$ cat src/rtl/uart_apb_fifo.sv
// APB-attached UART with parametrised character width, TX/RX FIFOs, programmable
// baud divisor, sticky error flags and a registered level interrupt.

module uart_apb_fifo_buf #(
    parameter int WIDTH = 8,
    parameter int DEPTH = 4
) (
    input  logic             clk,
    input  logic             resetn,
    input  logic             push,
    input  logic [WIDTH-1:0] wdata,
    input  logic             pop,
    output logic [WIDTH-1:0] rdata,
    output logic             full,
    output logic             empty
);
    localparam int AW = $clog2(DEPTH);

    logic [WIDTH-1:0] mem [DEPTH];
    logic [AW-1:0]    wr_ptr_reg;
    logic [AW-1:0]    rd_ptr_reg;
    logic [AW:0]      count_reg;
    logic             do_push;
    logic             do_pop;

    assign empty   = (count_reg == '0);
    assign full    = (count_reg == (AW+1)'(DEPTH));
    assign do_pop  = pop & ~empty;
    // A pop in the same cycle frees the slot, so a push onto a full FIFO still lands.
    assign do_push = push & (~full | do_pop);
    assign rdata   = mem[rd_ptr_reg];

    always_ff @(posedge clk) begin
        if (do_push) begin
            mem[wr_ptr_reg] <= wdata;
        end
    end

    always_ff @(posedge clk) begin
        if (!resetn) begin
            wr_ptr_reg <= '0;
            rd_ptr_reg <= '0;
            count_reg  <= '0;
        end else begin
            if (do_push) begin
                wr_ptr_reg <= wr_ptr_reg + AW'(1);
            end
            if (do_pop) begin
                rd_ptr_reg <= rd_ptr_reg + AW'(1);
            end
            if (do_push && !do_pop) begin
                count_reg <= count_reg + (AW+1)'(1);
            end else if (do_pop && !do_push) begin
                count_reg <= count_reg - (AW+1)'(1);
            end
        end
    end
endmodule

module uart_apb_fifo #(
    parameter int DATA_BITS  = 8,
    parameter int FIFO_DEPTH = 4,
    parameter int DIV_W      = 16,
    parameter int DIV_RESET  = 434
) (
    input  logic        clk,
    input  logic        resetn,
    input  logic        in_psel,
    input  logic        in_penable,
    input  logic        in_pwrite,
    input  logic [3:0]  in_paddr,
    input  logic [31:0] in_pwdata,
    input  logic [3:0]  in_pstrb,
    input  logic [2:0]  in_pprot,
    output logic [31:0] in_prdata,
    output logic        in_pready,
    output logic        in_pslverr,
    input  logic        uart_rx,
    output logic        uart_tx,
    output logic        irq
);
    localparam logic [1:0] ADDR_DATA   = 2'd0;
    localparam logic [1:0] ADDR_STATUS = 2'd1;
    localparam logic [1:0] ADDR_DIV    = 2'd2;
    localparam logic [1:0] ADDR_CTRL   = 2'd3;

    typedef enum logic [1:0] {ST_IDLE, ST_START, ST_DATA, ST_STOP} uart_state_t;

    logic                 apb_access;
    logic                 apb_wr;
    logic                 apb_rd;
    logic [1:0]           reg_sel;
    logic                 unused_apb;

    logic [DIV_W-1:0]     div_reg;
    logic [DIV_W-1:0]     div_wr_val;
    logic [4:0]           ctrl_reg;
    logic                 overrun_reg;
    logic                 frame_err_reg;
    logic                 irq_reg;
    logic                 irq_next;
    logic                 status_wr;
    logic                 tx_en;
    logic                 rx_en;

    logic                 tx_full;
    logic                 tx_empty;
    logic                 tx_push;
    logic                 tx_pop;
    logic [DATA_BITS-1:0] tx_head;
    logic                 rx_full;
    logic                 rx_empty;
    logic                 rx_push;
    logic                 rx_pop;
    logic [DATA_BITS-1:0] rx_head;

    uart_state_t          tx_state_reg, tx_state_next;
    logic [DIV_W-1:0]     tx_cnt_reg, tx_cnt_next;
    logic [2:0]           tx_bit_reg, tx_bit_next;
    logic [DATA_BITS-1:0] tx_shift_reg, tx_shift_next;
    logic                 tx_out_reg, tx_out_next;
    logic                 tx_busy;

    logic                 rx_meta_reg, rx_sync_reg, rx_prev_reg;
    logic                 rx_fall;
    uart_state_t          rx_state_reg, rx_state_next;
    logic [DIV_W-1:0]     rx_cnt_reg, rx_cnt_next;
    logic [2:0]           rx_bit_reg, rx_bit_next;
    logic [DATA_BITS-1:0] rx_shift_reg, rx_shift_next;
    logic                 rx_overrun_set;
    logic                 rx_frame_set;

    assign apb_access = in_psel & in_penable;
    assign apb_wr     = apb_access & in_pwrite & in_pstrb[0];
    assign apb_rd     = apb_access & ~in_pwrite;
    assign reg_sel    = in_paddr[3:2];
    assign unused_apb = ^{in_pprot, in_pstrb[3:1], in_paddr[1:0], in_pwdata};
    assign in_pready  = 1'b1;

    assign tx_en     = ctrl_reg[0];
    assign rx_en     = ctrl_reg[1];
    assign tx_busy   = (tx_state_reg != ST_IDLE);
    assign status_wr = apb_wr & (reg_sel == ADDR_STATUS);
    assign tx_push   = apb_wr & (reg_sel == ADDR_DATA);
    assign rx_pop    = apb_rd & (reg_sel == ADDR_DATA) & ~rx_empty;
    assign div_wr_val = (in_pwdata[DIV_W-1:0] < DIV_W'(4)) ? DIV_W'(4) : in_pwdata[DIV_W-1:0];

    uart_apb_fifo_buf #(.WIDTH(DATA_BITS), .DEPTH(FIFO_DEPTH)) u_tx_fifo (
        .clk    (clk),
        .resetn (resetn),
        .push   (tx_push),
        .wdata  (in_pwdata[DATA_BITS-1:0]),
        .pop    (tx_pop),
        .rdata  (tx_head),
        .full   (tx_full),
        .empty  (tx_empty)
    );

    uart_apb_fifo_buf #(.WIDTH(DATA_BITS), .DEPTH(FIFO_DEPTH)) u_rx_fifo (
        .clk    (clk),
        .resetn (resetn),
        .push   (rx_push),
        .wdata  (rx_shift_reg),
        .pop    (rx_pop),
        .rdata  (rx_head),
        .full   (rx_full),
        .empty  (rx_empty)
    );

    always_comb begin
        in_prdata  = '0;
        in_pslverr = 1'b0;
        if (apb_rd) begin
            case (reg_sel)
                ADDR_DATA: begin
                    if (rx_empty) begin
                        in_pslverr = 1'b1;
                    end else begin
                        in_prdata = 32'(rx_head);
                    end
                end
                ADDR_STATUS: in_prdata = {25'd0, tx_busy, frame_err_reg, overrun_reg,
                                          rx_empty, rx_full, tx_empty, tx_full};
                ADDR_DIV:    in_prdata = 32'(div_reg);
                default:     in_prdata = 32'(ctrl_reg);
            endcase
        end
        if (tx_push && tx_full && !tx_pop) begin
            in_pslverr = 1'b1;
        end
    end

    assign irq_next = (ctrl_reg[2] & ~rx_empty) | (ctrl_reg[3] & tx_empty) |
                      (ctrl_reg[4] & (overrun_reg | frame_err_reg));

    always_ff @(posedge clk) begin
        if (!resetn) begin
            div_reg       <= DIV_W'(DIV_RESET);
            ctrl_reg      <= 5'h03;
            overrun_reg   <= 1'b0;
            frame_err_reg <= 1'b0;
            irq_reg       <= 1'b0;
        end else begin
            if (apb_wr && reg_sel == ADDR_DIV) begin
                div_reg <= div_wr_val;
            end
            if (apb_wr && reg_sel == ADDR_CTRL) begin
                ctrl_reg <= in_pwdata[4:0];
            end
            // New error events take priority over a write-1-to-clear in the same cycle.
            overrun_reg   <= rx_overrun_set | (overrun_reg & ~(status_wr & in_pwdata[4]));
            frame_err_reg <= rx_frame_set | (frame_err_reg & ~(status_wr & in_pwdata[5]));
            irq_reg       <= irq_next;
        end
    end

    assign irq = irq_reg;

    // Transmitter: counters reload from div_reg at every bit boundary.
    always_comb begin
        tx_state_next = tx_state_reg;
        tx_cnt_next   = tx_cnt_reg;
        tx_bit_next   = tx_bit_reg;
        tx_shift_next = tx_shift_reg;
        tx_out_next   = tx_out_reg;
        tx_pop        = 1'b0;
        case (tx_state_reg)
            ST_IDLE: begin
                tx_out_next = 1'b1;
                if (tx_en && !tx_empty) begin
                    tx_pop        = 1'b1;
                    tx_state_next = ST_START;
                    tx_out_next   = 1'b0;
                    tx_cnt_next   = div_reg - DIV_W'(1);
                    tx_shift_next = tx_head;
                end
            end
            ST_START: begin
                if (tx_cnt_reg == '0) begin
                    tx_state_next = ST_DATA;
                    tx_out_next   = tx_shift_reg[0];
                    tx_cnt_next   = div_reg - DIV_W'(1);
                    tx_bit_next   = '0;
                end else begin
                    tx_cnt_next = tx_cnt_reg - DIV_W'(1);
                end
            end
            ST_DATA: begin
                if (tx_cnt_reg == '0) begin
                    tx_cnt_next = div_reg - DIV_W'(1);
                    if (tx_bit_reg == 3'(DATA_BITS - 1)) begin
                        tx_state_next = ST_STOP;
                        tx_out_next   = 1'b1;
                    end else begin
                        tx_bit_next   = tx_bit_reg + 3'(1);
                        tx_out_next   = tx_shift_reg[1];
                        tx_shift_next = tx_shift_reg >> 1;
                    end
                end else begin
                    tx_cnt_next = tx_cnt_reg - DIV_W'(1);
                end
            end
            default: begin
                if (tx_cnt_reg == '0) begin
                    if (tx_en && !tx_empty) begin
                        tx_pop        = 1'b1;
                        tx_state_next = ST_START;
                        tx_out_next   = 1'b0;
                        tx_cnt_next   = div_reg - DIV_W'(1);
                        tx_shift_next = tx_head;
                    end else begin
                        tx_state_next = ST_IDLE;
                        tx_out_next   = 1'b1;
                    end
                end else begin
                    tx_cnt_next = tx_cnt_reg - DIV_W'(1);
                end
            end
        endcase
    end

    always_ff @(posedge clk) begin
        if (!resetn) begin
            tx_state_reg <= ST_IDLE;
            tx_cnt_reg   <= '0;
            tx_bit_reg   <= '0;
            tx_shift_reg <= '0;
            tx_out_reg   <= 1'b1;
        end else begin
            tx_state_reg <= tx_state_next;
            tx_cnt_reg   <= tx_cnt_next;
            tx_bit_reg   <= tx_bit_next;
            tx_shift_reg <= tx_shift_next;
            tx_out_reg   <= tx_out_next;
        end
    end

    assign uart_tx = tx_out_reg;

    always_ff @(posedge clk) begin
        if (!resetn) begin
            rx_meta_reg <= 1'b1;
            rx_sync_reg <= 1'b1;
            rx_prev_reg <= 1'b1;
        end else begin
            rx_meta_reg <= uart_rx;
            rx_sync_reg <= rx_meta_reg;
            rx_prev_reg <= rx_sync_reg;
        end
    end

    assign rx_fall = rx_prev_reg & ~rx_sync_reg;

    // Receiver: start bit checked at half a bit, then one sample per bit period.
    always_comb begin
        rx_state_next  = rx_state_reg;
        rx_cnt_next    = rx_cnt_reg;
        rx_bit_next    = rx_bit_reg;
        rx_shift_next  = rx_shift_reg;
        rx_push        = 1'b0;
        rx_overrun_set = 1'b0;
        rx_frame_set   = 1'b0;
        case (rx_state_reg)
            ST_IDLE: begin
                if (rx_en && rx_fall) begin
                    rx_state_next = ST_START;
                    rx_cnt_next   = (div_reg >> 1) - DIV_W'(1);
                end
            end
            ST_START: begin
                if (rx_cnt_reg == '0) begin
                    if (rx_sync_reg) begin
                        rx_state_next = ST_IDLE;
                    end else begin
                        rx_state_next = ST_DATA;
                        rx_cnt_next   = div_reg - DIV_W'(1);
                        rx_bit_next   = '0;
                    end
                end else begin
                    rx_cnt_next = rx_cnt_reg - DIV_W'(1);
                end
            end
            ST_DATA: begin
                if (rx_cnt_reg == '0) begin
                    rx_shift_next = {rx_sync_reg, rx_shift_reg[DATA_BITS-1:1]};
                    rx_cnt_next   = div_reg - DIV_W'(1);
                    if (rx_bit_reg == 3'(DATA_BITS - 1)) begin
                        rx_state_next = ST_STOP;
                    end else begin
                        rx_bit_next = rx_bit_reg + 3'(1);
                    end
                end else begin
                    rx_cnt_next = rx_cnt_reg - DIV_W'(1);
                end
            end
            default: begin
                if (rx_cnt_reg == '0) begin
                    rx_state_next = ST_IDLE;
                    if (!rx_sync_reg) begin
                        rx_frame_set = 1'b1;
                    end else if (rx_full && !rx_pop) begin
                        rx_overrun_set = 1'b1;
                    end else begin
                        rx_push = 1'b1;
                    end
                end else begin
                    rx_cnt_next = rx_cnt_reg - DIV_W'(1);
                end
            end
        endcase
    end

    always_ff @(posedge clk) begin
        if (!resetn) begin
            rx_state_reg <= ST_IDLE;
            rx_cnt_reg   <= '0;
            rx_bit_reg   <= '0;
            rx_shift_reg <= '0;
        end else begin
            rx_state_reg <= rx_state_next;
            rx_cnt_reg   <= rx_cnt_next;
            rx_bit_reg   <= rx_bit_next;
            rx_shift_reg <= rx_shift_next;
        end
    end
endmodule

$ cat config.mk
export PLATFORM = sky130hd
export DESIGN_NAME = uart_apb_fifo
export DESIGN_NICKNAME = d
export VERILOG_FILES = /design/src/rtl/uart_apb_fifo.sv
export SDC_FILE = /design/constraint.sdc
export NUM_CORES = 1
export LEC_CHECK = 0
export ABC_AREA = 1
export BUFFER_PORTS_ARGS = -buffer_cell sky130_fd_sc_hd__buf_2
export CAP_MARGIN = 25
export CORE_ASPECT_RATIO = 0.5
export CORE_MARGIN = 8
export CORE_UTILIZATION = 55
export DETAILED_ROUTE_END_ITERATION = 16
export GPL_TIMING_DRIVEN = 0
export PLACE_DENSITY = 0.77
export SLEW_MARGIN = 5
export SYNTH_ARGS = -nofsm -noshare
export SYNTH_HDL_FRONTEND = slang
export SYNTH_SLANG_ARGS = --single-unit
export TNS_END_PERCENT = 50
$ cat constraint.sdc
create_clock -name clk -period 2.4 [get_ports clk]
set_input_delay 0.48 -clock clk [delete_from_list [all_inputs] [get_ports clk]]
set_output_delay 0.48 -clock clk [all_outputs]
set_load 0.02 [all_outputs]
Yosys cells after proc, flatten, opt, wreduce, memory -nomap -nowiden
Memory sizes are Yosys's and may differ from the RTL's. A register that Yosys moved wholly into a read port is not among the register bits.
Index checks and enable logic that the tools add are counted.
{ "op_classes": {"n_addsub": 14, "magnitude_cmp": 1, "eq_ne": 24, "n_mux": 78, "bitwise_logic": 36, "n_reduce_logical": 42} }
{ "op_table": {"columns": ["cell", "count"], "rows": [
  ["2-to-1 mux 16 bit", 9],
  ["case mux 32 bit (3 select lines)", 1],
  ["case mux 16 bit (3 select lines)", 1],
  ["subtractor 16 x 1 -> 16 bit (second input constant)", 3],
  ["2-to-1 mux 8 bit", 5],
  ["2-to-1 mux 3 bit", 11],
  ["logical NOT 16 bit", 2],
  ["2-to-1 mux 32 bit", 1],
  ["case mux 16 bit (2 select lines)", 1],
  ["2-to-1 mux 2 bit", 15],
  ["2-to-1 mux 1 bit", 27],
  ["case mux 8 bit (3 select lines)", 1],
  ["!= test 2 bit (second input constant)", 11],
  ["AND 1 bit", 20],
  ["< comparator 16 x 3 -> 1 bit (second input constant)", 1],
  ["subtractor 15 x 1 -> 16 bit (second input constant)", 1],
  ["AND reduction 5 bit", 3],
  ["nonzero test 2 bit", 7],
  ["adder 3 x 1 -> 3 bit (second input constant)", 4],
  ["equality test 3 bit (second input constant)", 4],
  ["case mux 2 bit (3 select lines)", 2],
  ["case mux 3 bit (2 select lines)", 2],
  ["logical AND 1 bit", 11],
  ["inverter 1 bit", 9],
  ["other kinds (17)", 43]
]} }
{ "totals": {"ff_bits": 100, "ramBits": 64, "in_bits": 49, "output_inout_bits": 36, "mem_count": 2} }
{ "memory_table": {"columns": ["name", "words", "word_bits", "rd", "rd_ports_with_merged_regs", "write_ports", "line", "rtl"], "rows": [
  ["u_rx_fifo.mem", 4, 8, 1, 1, 1, "19", "logic [WIDTH-1:0] mem [DEPTH];"],
  ["u_tx_fifo.mem", 4, 8, 1, 1, 1, "19", null]
]} }

Depth between registers and ports, before layout
{ "depth": {"depth_word": 15, "depth_mapped": 15} }

Hierarchy
Synthesis repeated with hierarchy kept, for this count alone.
{ "unflattened": {"cells_unflattened": 1367, "area_unflattened_um2": 9897.0} }
{ "modules_own_cells": {"columns": ["mod", "instances", "cells_each", "area_per_inst_um2"], "rows": [
  ["uart_apb_fifo", 1, 1071, 6491.2],
  ["uart_apb_fifo_buf", 2, 148, 1702.9]
]} }

Least setup slack after synthesis
No wires, ideal clock.
{ "synth_path": {"kind": "input-to-reg", "startpoint": "input in_psel", "endpoint": "register u_rx_fifo.count_reg[2]", "setup_ps": 122, "arrival_time_ps": 2191, "required_time_ps": 2278, "slack_ps": 87, "path_stages": 13, "path_buffers": 0, "cell_sequence": "nand2_1 -> nor2_2 -> inv_1 -> nor2_1 -> nor2_1 -> nor2_2 -> ha_1 -> inv_1 -> fa_1 -> a21oi_1 -> o21ai_0 -> o21ai_0 -> a21oi_1"} }
{ "synth_between": {"elab_chain_len": 14, "word_cells_on_any_way": 19} }
{ "synth_rtl": {"columns": ["item", "line", "rtl"], "rows": [
  ["start: declaration", "68", "input logic in_psel,"],
  ["AND 1 bit *", "133", "assign apb_access = in_psel & in_penable;"],
  ["AND 1 bit *", "135", "assign apb_rd = apb_access & ~in_pwrite;"],
  ["AND 1 bit * (2 in a row)", "145", "assign rx_pop = apb_rd & (reg_sel == ADDR_DATA) & ~rx_empty;"],
  ["logical NOT 1 bit", "361", "end else if (rx_full && !rx_pop) begin"],
  ["logical AND 1 bit", "361", null],
  ["2-to-1 mux 1 bit", "361", null],
  ["2-to-1 mux 1 bit", "359", "if (!rx_sync_reg) begin"],
  ["2-to-1 mux 1 bit", "357", "if (rx_cnt_reg == '0) begin"],
  ["2-to-1 mux 1 bit", "323", "case (rx_state_reg)"],
  ["AND 1 bit *", "30", "assign do_push = push & (~full | do_pop);"],
  ["net u_rx_fifo.do_push", "23", "logic do_push;"],
  ["logical NOT 1 bit", "53", "end else if (do_pop && !do_push) begin"],
  ["logical AND 1 bit", "53", null],
  ["nonzero test 2 bit (no source line)", null, null],
  ["end signal: assignment", "52", "count_reg <= count_reg + (AW+1)'(1);"],
  ["end signal: assignment", "54", "count_reg <= count_reg - (AW+1)'(1);"],
  ["end: declaration", "22", "logic [AW:0] count_reg;"]
]} }
The timed path passes the listed nets; every way through them passes the cells marked *.
A chain may end at the register's enable or synchronous reset.

==> results.tsv <==
metric	value	unit
worst path cell trace	buf_4 > o21ai_0 > o22ai_1 > a21oi_1 > nor2_1 > buf_2	
post-synthesis cell count	1379	
Yosys reg bits	168	
Inst Count DP	1671	
Non-Filler Cell Area, Final	11340	um^2
crit-path max FO	10	
vias in the first global route	9018	
initial core utilization	0.5648	
Reg2Reg Depth	15	
placed wire-length estimate	21.48	mm
Filler Cell Count	1511	
CP Capture Type	output pin	
Max-Cap Viols	0	
R2R Path Start	rx_cnt_reg[1]	
instance area at placement	10440	um^2
total gr overflow	0	
initial antenna violation count	1	
Final Critical Period	2379	ps
row cnt	34	
Die Y	110.7	um
diode count	0	
Tot GR Track Use	0.2532	
Hold Crit Class	in2reg	
DR WL/cell	17.13	um
WHS Path Cells	2	
family with the most delay on the worst path	compound AO/OA/AOI/OAI gates	
first-pass GRT wire length	46.29	mm
number of CTS-inserted buffers	17	
layout overhead on the synthesized area	14.81	%
setup tns final	0	ps
Post-synth ARST share	0	
First-pass DRT Iterations	6	
Worst Setup Start Kind	flip-flop	
largest net degree at the start of global routing	17	
post-synth top area share	0.2108	
mapped cell area	9874	um^2
DRC Markers	0	
Post-CTS Hold Buffers	0	
commonest non-fill, non-tap cells in the layout	288 x nand2_1, 202 x nor2_1, 143 x inv_1, 117 x o21ai_0, 86 x nand3_1	
Reg power frac	0.288	
Yosys top cell by area	dfxtp_1	
Clock power frac	0.207	
Final Util	0.6484	
Slew Limit Fails	0	
CP max-delay cell	dfxtp_2	
post-route ant nets	0	
RSZ-0062 raised after global routing	true	
most common cell after layout, fill and taps aside	nand2_1	
CTS tree	built	
Buf/Inv on CP	2	
WS Path Type	reg2out	
share of cells above drive strength 1	0.1535	
Synth Area per Inst	7.161	um^2
Horiz. Die Dim	205.5	um
I/O pin total	85	
core area	17480	um^2
reg2reg setup slack	90	ps
Clk pin slew, worst setup/hold paths	70	ps
# port buffers	43	
post-synthesis sequential area ratio	0.4055	
status	complete, no violations	
Syn. warnings	0	
Initial DRC Count	1064	
hold_sp	uart_rx	
dominant synthesized flop cell	dfxtp_1	
slowest stage delay, CP	420	ps
Die ar.	22760	um^2
fmax	420.4	MHz
Worst EP required	1920	ps
Psw	5.974	mW
nets	1546	
WP data arrival	1900	ps
Setup violations, final	0	
DRT Wirelength	29.34	mm
worst vdd ir	622.4	uV
P_int	7.018	mW
Vias	9635	
Tot Pwr	12.99	mW
Rel. slew slack	0.4305	
Max Clock Skew	10.86	ps
period utilization	0.9912	
Worst Hold Path EP	rx_meta_reg	
routability cong.	0.9751	
CTS H-Tree Depth	4	
Sw Share	0.4598	
power per standard cell area	1146	nW/um^2
reg-to-reg endpoint	u_rx_fifo.count_reg[2]	
Layout Cells excl Fill	1713	
via/cell ratio	5.625	
Synth cell types	46	
LEAKAGE	4.899	nW
clock tree sinks	168	
combinational share of power	0.505	
Root Driver	clkbuf_16	
Hold Fails Final Rpt	0	
Least-Margin Pin Slew	854.2	ps
Largest regs	u_rx_fifo.mem: 32 flops, u_tx_fifo.mem: 32 flops	
EDFF count, synth	64	
clock buffer depth	2	
clk_lat worst skew	430	ps
synth top area cells	dfxtp_1 21%, edfxtp_1 19%, nand2_1 11%	
## Yosys cell counts (3+ instances only)
cell type,n
inv_2,3
buf_4,17
nand2_2,7
a211oi_1,12
buf_2,10
or2_2,4
xor2_1,11
nor2_4,5
o22ai_1,11
a21oi_2,4
o21a_1,6
edfxtp_1,64
dfxtp_1,104
nor4_1,3
nor2_1,219
o31ai_1,3
o211ai_1,21
o21ai_0,123
nor2_2,13
o21ai_2,3
buf_6,6
nand4_1,8
nand2_1,291
inv_1,151
o21ai_1,9
a22oi_1,3
o21bai_1,4
a31oi_1,5
ha_1,29
clkbuf_1,26
nor3_1,7
o32ai_1,9
nand3_1,87
a21oi_1,83
## cell type report
class	count	area, um^2	area share
clock inverter	15	138.9	0.01225
tap	234	292.8	0.02583
sequential	168	4033	0.3557
buffer	58	354.1	0.03123
inverter	156	590.6	0.05209
multi-input combinational	1009	5185	0.4573
timing repair buffer	56	317.8	0.02803
clock buffer	17	425.4	0.03752
## through the flow
step / setup WS [ps] / hold WS (ps)
6_report: 21.12 / 266.0
5_1_grt: -56.46 / 268.4
4_1_cts: -21.08 / 260.3
3_5_place_dp: -333.7 / 399.1
3_3_place_gp: -281.8 / 404.8
2_1_floorplan: 87.20 / 392.5
## cells by family after synthesis
kind of cell / Yosys count / share of synthesized area
simple gates: 648 / 0.2723
flops: 168 / 0.4055
mux: 1 / 0.001014
other cells: 2 / 0.0007605
buf+inv: 217 / 0.09490
compound gates: 299 / 0.1732
fa+ha+maj: 31 / 0.04080
xor+xnor: 13 / 0.01153
## power by group through the flow
stage                     sequential, mW  clock, mW  combinational, mW
after global routing                3.79       2.82               7.33
final                               3.74       2.69               6.56
after floorplan                     3.63          0               4.61
after global placement              3.71          0               5.93
after detailed placement            3.72          0               6.07
after CTS                           3.67       2.71               6.28
## what timing repair did
action                                  in CTS  in global routing
resized for setup                           35                 57
endpoints found under the setup margin      77                 78
pin swaps                                    9                  9
setup buffers                                4                  9
## worst max-delay path by stage
| stage | to | start | depth (start not counted) |
|---|---|---|---|
| floorplan | u_rx_fifo.count_reg[2] | in_psel | 13 |
| global placement | u_rx_fifo.count_reg[2] | rx_cnt_reg[0] | 15 |
| detailed placement | u_tx_fifo.count_reg[2] | tx_state_reg[0] | 13 |
| CTS | in_prdata[0] | flip-flop | 7 |
| global route | u_rx_fifo.count_reg[2] | rx_cnt_reg[7] | 14 |
| finish | in_prdata[6] | flip-flop | 6 |
## routing by layer
metal,vias to the layer above,routed length (um),global-route usage
met3,67,2837,0.06301
met5,-,13,0
met4,2,727,0.08246
met1,4441,13200,0.3497
li1,4694,-,-
met2,431,12560,0.3813
Note: power is estimated with default switching activity, not from simulation.
